==> config.mk <==
export PLATFORM = sky130hd
export DESIGN_NAME = apb_fsm_controller_flat
export DESIGN_NICKNAME = d
export VERILOG_FILES = /design/src/rtl/apb_fsm_controller_if.sv /design/src/rtl/apb_fsm_controller.sv /design/src/flat_wrapper.sv
export SDC_FILE = /design/constraint.sdc
export NUM_CORES = 1
export LEC_CHECK = 0
export ABC_AREA = 0
export CORE_MARGIN = 2
export CORE_UTILIZATION = 25
export CTS_CLUSTER_DIAMETER = 80
export DETAILED_ROUTE_END_ITERATION = 10
export HOLD_SLACK_MARGIN = 0.12
export PLACE_DENSITY = 0.46
export SYNTH_ARGS = -nofsm -noshare
export SYNTH_HDL_FRONTEND = slang
export SYNTH_SLANG_ARGS = --single-unit
==> constraint.sdc <==
create_clock -name hclk -period 4.5 [get_ports hclk]
set_clock_uncertainty 0.2 [all_clocks]
set_input_delay 1.125 -clock hclk [delete_from_list [all_inputs] [get_ports hclk]]
set_output_delay 1.125 -clock hclk [all_outputs]
set_load 0.05 [all_outputs]
==> src/rtl/apb_fsm_controller_if.sv <==
// Bus bundle between the AHB slave front end and the APB sequencer.
// The AHB-side qualified transfer comes in and the APB outputs plus hready go back.
interface apb_fsm_controller_if #(
  parameter int unsigned ADDR_W = 32,
  parameter int unsigned DATA_W = 32
);
  logic              valid;
  logic              hwrite;
  logic [ADDR_W-1:0] haddr;
  logic [DATA_W-1:0] hwdata;
  logic [2:0]        temp_sel;
  logic [2:0]        pselx;
  logic              penable;
  logic              pwrite;
  logic [ADDR_W-1:0] paddr;
  logic [DATA_W-1:0] pwdata;
  logic              hready_out;
  logic [1:0]        hresp;

  modport master (
    output valid, hwrite, haddr, hwdata, temp_sel,
    input  pselx, penable, pwrite, paddr, pwdata, hready_out, hresp
  );

  modport slave (
    input  valid, hwrite, haddr, hwdata, temp_sel,
    output pselx, penable, pwrite, paddr, pwdata, hready_out, hresp
  );
endinterface

==> src/rtl/apb_fsm_controller.sv <==
// APB-side sequencer of the AHB2APB bridge: turns accepted AHB transfers into
// APB SETUP/ENABLE pairs, with one pending slot for an address taken during a write.
module apb_fsm_controller #(
  parameter int unsigned ADDR_W = 32,
  parameter int unsigned DATA_W = 32
) (
  input  logic                 hclk,
  input  logic                 hresetn,
  apb_fsm_controller_if.slave  bus
);

  typedef enum logic [2:0] {
    IDLE, READ, RENABLE, WWAIT, WRITE, WENABLE
  } state_t;

  state_t            state_q;
  logic              pend_v_q;
  logic              pend_wr_q;
  logic [ADDR_W-1:0] pend_addr_q;
  logic [2:0]        pend_sel_q;
  logic [ADDR_W-1:0] wa_q;
  logic [2:0]        ws_q;
  logic [2:0]        pselx_q;
  logic              penable_q;
  logic              pwrite_q;
  logic [ADDR_W-1:0] paddr_q;
  logic [DATA_W-1:0] pwdata_q;
  logic              hready;
  logic              accept;

  always_comb begin
    hready = 1'b1;
    case (state_q)
      READ, WRITE: hready = 1'b0;
      WENABLE:     hready = !(pend_v_q && !pend_wr_q);
      default:     hready = 1'b1;
    endcase
  end

  assign accept = bus.valid & hready;

  always_ff @(posedge hclk) begin
    if (!hresetn) begin
      state_q     <= IDLE;
      pend_v_q    <= 1'b0;
      pend_wr_q   <= 1'b0;
      pend_addr_q <= '0;
      pend_sel_q  <= '0;
      wa_q        <= '0;
      ws_q        <= '0;
      pselx_q     <= '0;
      penable_q   <= 1'b0;
      pwrite_q    <= 1'b0;
      paddr_q     <= '0;
      pwdata_q    <= '0;
    end else begin
      case (state_q)
        // IDLE, RENABLE and an unoccupied WENABLE share the same start-of-transfer decode
        IDLE, RENABLE, WENABLE: begin
          if (state_q == WENABLE && pend_v_q) begin
            pselx_q   <= pend_sel_q;
            paddr_q   <= pend_addr_q;
            pwrite_q  <= pend_wr_q;
            penable_q <= 1'b0;
            if (pend_wr_q) begin
              pwdata_q <= bus.hwdata;
              state_q  <= WRITE;
              pend_v_q <= accept;
              if (accept) begin
                pend_addr_q <= bus.haddr;
                pend_wr_q   <= bus.hwrite;
                pend_sel_q  <= bus.temp_sel;
              end
            end else begin
              state_q  <= READ;
              pend_v_q <= 1'b0;
            end
          end else begin
            pselx_q   <= '0;
            penable_q <= 1'b0;
            state_q   <= IDLE;
            if (accept) begin
              if (bus.hwrite) begin
                wa_q    <= bus.haddr;
                ws_q    <= bus.temp_sel;
                state_q <= WWAIT;
              end else begin
                pselx_q  <= bus.temp_sel;
                paddr_q  <= bus.haddr;
                pwrite_q <= 1'b0;
                state_q  <= READ;
              end
            end
          end
        end
        WWAIT: begin
          pselx_q   <= ws_q;
          paddr_q   <= wa_q;
          pwdata_q  <= bus.hwdata;
          pwrite_q  <= 1'b1;
          penable_q <= 1'b0;
          state_q   <= WRITE;
          if (accept) begin
            pend_v_q    <= 1'b1;
            pend_addr_q <= bus.haddr;
            pend_wr_q   <= bus.hwrite;
            pend_sel_q  <= bus.temp_sel;
          end
        end
        READ: begin
          penable_q <= 1'b1;
          state_q   <= RENABLE;
        end
        WRITE: begin
          penable_q <= 1'b1;
          state_q   <= WENABLE;
        end
        default: state_q <= IDLE;
      endcase
    end
  end

  assign bus.pselx      = pselx_q;
  assign bus.penable    = penable_q;
  assign bus.pwrite     = pwrite_q;
  assign bus.paddr      = paddr_q;
  assign bus.pwdata     = pwdata_q;
  assign bus.hready_out = hready;
  assign bus.hresp      = 2'b00;

endmodule
==> src/flat_wrapper.sv <==
// flat-port wrapper written by rule: the top's interface ports become plain ports
module apb_fsm_controller_flat 
#(
  parameter int unsigned ADDR_W = 32,
  parameter int unsigned DATA_W = 32
)
  (hclk, hresetn, bus_valid, bus_hwrite, bus_haddr, bus_hwdata, bus_temp_sel, bus_pselx, bus_penable, bus_pwrite, bus_paddr, bus_pwdata, bus_hready_out, bus_hresp);
  apb_fsm_controller_if #(.ADDR_W(ADDR_W), .DATA_W(DATA_W)) bus_i ();
  input  logic hclk;
  input  logic hresetn;
  input wire logic [$bits(bus_i.valid)-1:0] bus_valid;
  input wire logic [$bits(bus_i.hwrite)-1:0] bus_hwrite;
  input wire logic [$bits(bus_i.haddr)-1:0] bus_haddr;
  input wire logic [$bits(bus_i.hwdata)-1:0] bus_hwdata;
  input wire logic [$bits(bus_i.temp_sel)-1:0] bus_temp_sel;
  output wire logic [$bits(bus_i.pselx)-1:0] bus_pselx;
  output wire logic [$bits(bus_i.penable)-1:0] bus_penable;
  output wire logic [$bits(bus_i.pwrite)-1:0] bus_pwrite;
  output wire logic [$bits(bus_i.paddr)-1:0] bus_paddr;
  output wire logic [$bits(bus_i.pwdata)-1:0] bus_pwdata;
  output wire logic [$bits(bus_i.hready_out)-1:0] bus_hready_out;
  output wire logic [$bits(bus_i.hresp)-1:0] bus_hresp;
  assign bus_i.valid = bus_valid;
  assign bus_i.hwrite = bus_hwrite;
  assign bus_i.haddr = bus_haddr;
  assign bus_i.hwdata = bus_hwdata;
  assign bus_i.temp_sel = bus_temp_sel;
  assign bus_pselx = bus_i.pselx;
  assign bus_penable = bus_i.penable;
  assign bus_pwrite = bus_i.pwrite;
  assign bus_paddr = bus_i.paddr;
  assign bus_pwdata = bus_i.pwdata;
  assign bus_hready_out = bus_i.hready_out;
  assign bus_hresp = bus_i.hresp;
  apb_fsm_controller #(.ADDR_W(ADDR_W), .DATA_W(DATA_W)) u_core (.hclk(hclk), .hresetn(hresetn), .bus(bus_i));
endmodule
# Yosys cells after proc, flatten, opt, wreduce, memory -nomap -nowiden
# Cells that the tools add are included.
# W data, S select, Z words.
dict set report totals {
  out_inout_bits 72
  register_bits 144
  elab_cells 77
  input_bits 71
}
dict set report classes {
  n_reduce_logical 14
  eq_ne 10
  n_bitwise 2
  n_mux 39
}
# op n
set ops {}
lappend ops {{$mux W32} 8}
lappend ops {{$pmux W32 S2} 3}
lappend ops {{$mux W3} 9}
lappend ops {{$pmux W3 S2} 2}
lappend ops {{$pmux W3 S4} 1}
lappend ops {{$mux W1} 10}
lappend ops {{$pmux W1 S2} 5}
lappend ops {{$reduce_and A3 Y1} 3}
lappend ops {{$eq A3 B2 Y1 const B} 2}
lappend ops {{$eq A3 B3 Y1 const B} 2}
lappend ops {{$ne A2 B1 Y1 const B} 3}
lappend ops {{$reduce_and A4 Y1} 1}
lappend ops {{$reduce_bool A2 Y1} 2}
lappend ops {{$reduce_or A4 Y1} 1}
lappend ops {{$eq A3 B1 Y1 const B} 1}
lappend ops {{$logic_not A3 Y1} 1}
lappend ops {{$ne A3 B1 Y1 const B} 1}
lappend ops {{$ne A3 B2 Y1 const B} 1}
lappend ops {{$reduce_or A3 Y1} 1}
lappend ops {{$logic_and A1 B1 Y1} 2}
lappend ops {{$logic_not A1 Y1} 2}
lappend ops {{$mux W2} 1}
lappend ops {{$reduce_or A2 Y1} 1}
lappend ops {{$and A1 B1 Y1} 1}
lappend ops {{$not A1 Y1} 1}

# Depth between registers and ports, before layout
dict set report logic_depth {
  ltp_word 9
  ltp_mapped 7
}

# Worst setup path after synthesis
# Ideal clock, no wire load.
dict set report synth_timing {
  path_type {register to output}
  start {reg u_core.state_q[2]}
  end {out bus_hready_out}
  slack_ns 1.274
  stages_incl_launch_ff 6
  n_path_buf 3
  t_required_ns 3.175
  arrival_ns 1.901
  path_cell_list {dfxtp_1 > buf_6 > buf_6 > buf_4 > nand2_1 > o21ai_0}
}
dict set report synth_via {
  elab_chain_len 3
  elab_cells_between_ends 5
  classes_between {eq/ne: 3; mux: 1; reduce/logical: 1}
}
# element line_no
set synth_lines {}
lappend synth_lines {{from (decl)} apb_fsm_controller.sv:16} ;# state_t state_q;
lappend synth_lines {{from (signal assigned)} apb_fsm_controller.sv:44} ;# state_q <= IDLE;
lappend synth_lines {{from (signal assigned)} apb_fsm_controller.sv:67} ;# state_q <= WRITE;
lappend synth_lines {{from (signal assigned)} apb_fsm_controller.sv:75} ;# state_q <= READ;
lappend synth_lines {{$eq A3 B1 Y1 or $eq A3 B3 Y1 (tied branches)} apb_fsm_controller.sv:33} ;# case (state_q)
lappend synth_lines {{$reduce_or A2 Y1 (no source line)} n/a}
lappend synth_lines {{$pmux W1 S2 (*)} apb_fsm_controller.sv:33}
lappend synth_lines {{to (decl)} flat_wrapper.sv:21} ;# output wire logic [$bits(bus_i.hready_out)-1:0] bus_hready_out;
# Every way passes the cells marked *; elsewhere a longest branch is shown, timed or not.

# Worst setup path after layout
# Ends and elaborated chain as after synthesis.

==> results.sh <==
export IMPL_rrSetupSlack_ps=1400
export IMPL_max_freq_ghz=0.274
export IMPL_synth_area_per_cell_um2=8.88
export IMPL_power_internal_w=0.00236
export IMPL_p_clk_share_pct=44.0
export IMPL_dp_hpwl_um=11700
export IMPL_power_switching_w=0.000889
export IMPL_port_buffers=140
export IMPL_cts_buffers=17
export IMPL_required_ps=3170
export IMPL_drc_errors=0
export IMPL_setup_ws_ps=846
export IMPL_max_slew_margin_rel_pct=34.1
export IMPL_fillCellCount=2775
export IMPL_yosysSeqAreaShare_pct=42.7
export IMPL_period_share_pct=81.2
export IMPL_setup_violations=0
export IMPL_finalPower_w=0.00325
export IMPL_antenna_cells=0
export IMPL_switching_share_pct=27.3
export IMPL_fp_dieW_um=168
export IMPL_place_area_mm2=0.00827
export IMPL_post_cts_buffers=0
export IMPL_regArea_mm2=0.00289
export IMPL_cp_endpoint="bus_hready_out"
export IMPL_synth_seq_cells=144
export IMPL_crit_path_start_kind="flop"
export IMPL_end_kind="output port"
export IMPL_clk_pin_slew_ps=60
export IMPL_crit_path_max_incr_delay_ps=860
export IMPL_clkLatencyLatePin_ps=420
export IMPL_dieHeight_um=168
export IMPL_fin_area_mm2=0.00886
export IMPL_setup_tns_ps=0
export IMPL_ios=143
export IMPL_start_util_pct=25.3
export IMPL_synth_distinct_cells=49
export IMPL_pre_cts_ws_ps=978
export IMPL_vias_per_cell=4.57
export IMPL_hold_class="flop to flop"
export IMPL_drt_pass1_iter_count=5
export IMPL_timing_rr_start="u_core.state_q[2]"
export IMPL_critPathKind="flop to output port"
export IMPL_nets=930
export IMPL_rows=60
export IMPL_pwr_share_comb_pct=14.5
export IMPL_grt_setup_unrepaired="false"
export IMPL_whs_ps=255
export IMPL_h_tree_depth=4
export IMPL_drive_above_1_share_pct=9.18
export IMPL_ys_warn_count=0
export IMPL_synth_edf_count=0
export IMPL_synthCells=760
export IMPL_final_max_slew_viol_count=0
export IMPL_async_reset_ff_share_pct=0
export IMPL_design_core_area_mm2=0.0267
export IMPL_cts_root_buf="clkbuf_16"
export IMPL_crit_path_top_delay_cell="clkdlybuf4s50_1"
export IMPL_area_growth_pct=31.2
export IMPL_status="completed"
export IMPL_synth_flop_cell="dfxtp_1"
export IMPL_antenna_found_initial=1
export IMPL_synth_area_mm2=0.00675
export IMPL_path_max_fanout=30
export IMPL_grt_max_degree=113
export IMPL_arrival_ps=2330
export IMPL_ctsHoldBuffers=0
export IMPL_drt_wl_total_um=19100
export IMPL_crit_path_cell_trace="nor2_1, nor2_1, o21ai_0, clkdlybuf4s50_1"
export IMPL_cellLeakagePower_nw=3.21
export IMPL_routedWlPerCell_um=15.8
export IMPL_worst_pin_slew_ps=986
export IMPL_peakVddDrop_mv=0.180
export IMPL_grt_pass1_wl_um=30700
export IMPL_power_density_mw_per_mm2=367
export IMPL_cts_tree="built"
export IMPL_reg2reg_depth=5
export IMPL_vias=5540
export IMPL_r2r_end="u_core.bus.paddr[26]"
export IMPL_cts_max_path_buffers=2
export IMPL_drtIter0Drc=369
export IMPL_ctsResizeCount=0
export IMPL_grt_pass1_vias=5364
export IMPL_multi_input_area_mm2=0.00341
export IMPL_cpMostUsedCell="nor2_1"
export IMPL_cap_violations=0
export IMPL_final_hold_viol_count=0
export IMPL_gp_congestion=0.690
export IMPL_detail_route_antenna_nets=0
export IMPL_seqPwrFrac_pct=41.5
export IMPL_numClockSinks=144
export IMPL_grt_overflow_total=0
export IMPL_period_minus_slack_ps=3650
export IMPL_grtUsageTotal_pct=13.6
export IMPL_dieArea_mm2=0.0283
export IMPL_critPathLaunch="u_core.state_q[2]"
[cell families (layout without fill, tap and decap cells)]
kind of cell,count (synthesis),count (layout),share of synthesized area [%]
other cells,1,2,0.0556
flops,144,144,42.7
xor+xnor,2,2,0.260
simple gates,300,300,21.5
buf+inv,79,189,7.32
mux,71,71,10.5
compound gates,163,163,17.6
[layout make-up]
cell class / count / share of cell area [%]
inverters: 5 / 0.212
repair buffers: 153 / 17.2
well taps: 341 / 4.82
clock buffers: 20 / 5.16
flip-flops and latches: 144 / 32.6
clock inverters: 11 / 1.48
multi-input cells: 538 / 38.5
[metal layers]
metal / wire length, um / vias up / GRT usage, %
met5: 11 / - / 0
met4: 87 / 2 / 3.26
met3: 888 / 6 / 3.93
met2: 8940 / 99 / 21.6
met1: 9210 / 2576 / 18.2
li1: - / 2857 / -
[metrics by stage]
| step | instances | utilization, % |
|---|---|---|
| 2_1_floorplan | 761 | - |
| 3_3_place_gp | 1181 | 30.9 |
| 3_5_place_dp | 1181 | 30.9 |
| 4_1_cts | 1212 | 33.1 |
| 5_1_grt | 1212 | 33.1 |
| 6_report | 1212 | 33.1 |
[worst min path at each step]
stage	from	endpoint	slack [ps]	cells after the start
after floorplan	u_core.pend_addr_q[0]	u_core.pend_addr_q[0]	230	2
after global placement	u_core.pend_addr_q[28]	u_core.pend_addr_q[28]	240	2
after detailed placement	u_core.pend_addr_q[9]	u_core.pend_addr_q[9]	250	2
after CTS	u_core.bus.pwdata[14]	u_core.bus.pwdata[14]	260	2
after global routing	u_core.pend_addr_q[9]	u_core.pend_addr_q[9]	270	2
final	u_core.pend_addr_q[30]	u_core.pend_addr_q[30]	260	2
[flip-flops by register name (all words and copies together), names as in the netlist]
| name | cells |
|---|---|
| u_core.bus.paddr | 32 |
| u_core.bus.pwdata | 32 |
| u_core.pend_addr_q | 32 |
| u_core.wa_q | 32 |
| u_core.bus.pselx | 3 |
| u_core.pend_sel_q | 3 |
| u_core.state_q | 3 |
| u_core.ws_q | 3 |
| u_core.bus.penable | 1 |
| u_core.bus.pwrite | 1 |
| u_core.pend_v_q | 1 |
| u_core.pend_wr_q | 1 |
[cells in the mapped netlist (2+ instances only)]
| master | instances | share of area, % |
|---|---|---|
| o21ba_2 | 2 | 0.30 |
| o21ai_0 | 67 | 5.0 |
| a21boi_0 | 5 | 0.56 |
| buf_2 | 14 | 1.0 |
| nor2_1 | 7 | 0.39 |
| o22ai_1 | 12 | 1.1 |
| buf_6 | 16 | 2.7 |
| inv_1 | 5 | 0.28 |
| o221ai_1 | 34 | 4.4 |
| and2_1 | 4 | 0.37 |
| a21oi_1 | 3 | 0.22 |
| o22ai_2 | 20 | 3.7 |
| buf_1 | 3 | 0.17 |
| nand2_1 | 175 | 9.7 |
| nand3_1 | 34 | 2.5 |
| mux2i_1 | 71 | 11 |
| o21ai_1 | 7 | 0.52 |
| a32o_1 | 3 | 0.44 |
| nor2b_1 | 35 | 3.2 |
| buf_4 | 9 | 1.0 |
| nand3b_1 | 2 | 0.22 |
| clkbuf_2 | 3 | 0.22 |
| nand2b_1 | 3 | 0.28 |
| clkbuf_1 | 27 | 1.5 |
| dfxtp_1 | 144 | 43 |
| nor3b_1 | 31 | 3.4 |
| buf_8 | 2 | 0.44 |
[worst max-delay path, delay by kind of cell (launching register included)]
family	cells	cell delay [ps]
AOI/OAI and AO/OA	1	90
and+or+nand+nor	2	470
buffers and inverters	1	860
DFF	1	480
[power groups by stage]
stage | logic, W | registers, W | clock network [W]
detailed placement | 0.000474 | 0.00138 | 0
floorplan | 0.000223 | 0.00146 | 0
CTS | 0.000476 | 0.00135 | 0.00148
global placement | 0.000475 | 0.00138 | 0
global route | 0.000508 | 0.00136 | 0.00153
finish | 0.000471 | 0.00135 | 0.00143
[cell usage in the layout (no fill, tap or decap), drive strengths merged, types with 2 or more instances in the layout]
master,n
a21boi,6
a21oi,3
a32o,3
and2,4
buf,14
bufinv,2
clkbuf,20
clkdlybuf4s50,139
clkinv,4
clkinvlp,2
conb,2
dfxtp,144
inv,8
mux2i,71
nand2,175
nand2b,3
nand3,34
nand3b,3
nor2,8
nor2b,36
nor3b,31
o21ai,75
o21ba,2
o221ai,34
o22ai,32
No activity file was read; power rests on OpenSTA's default activity.
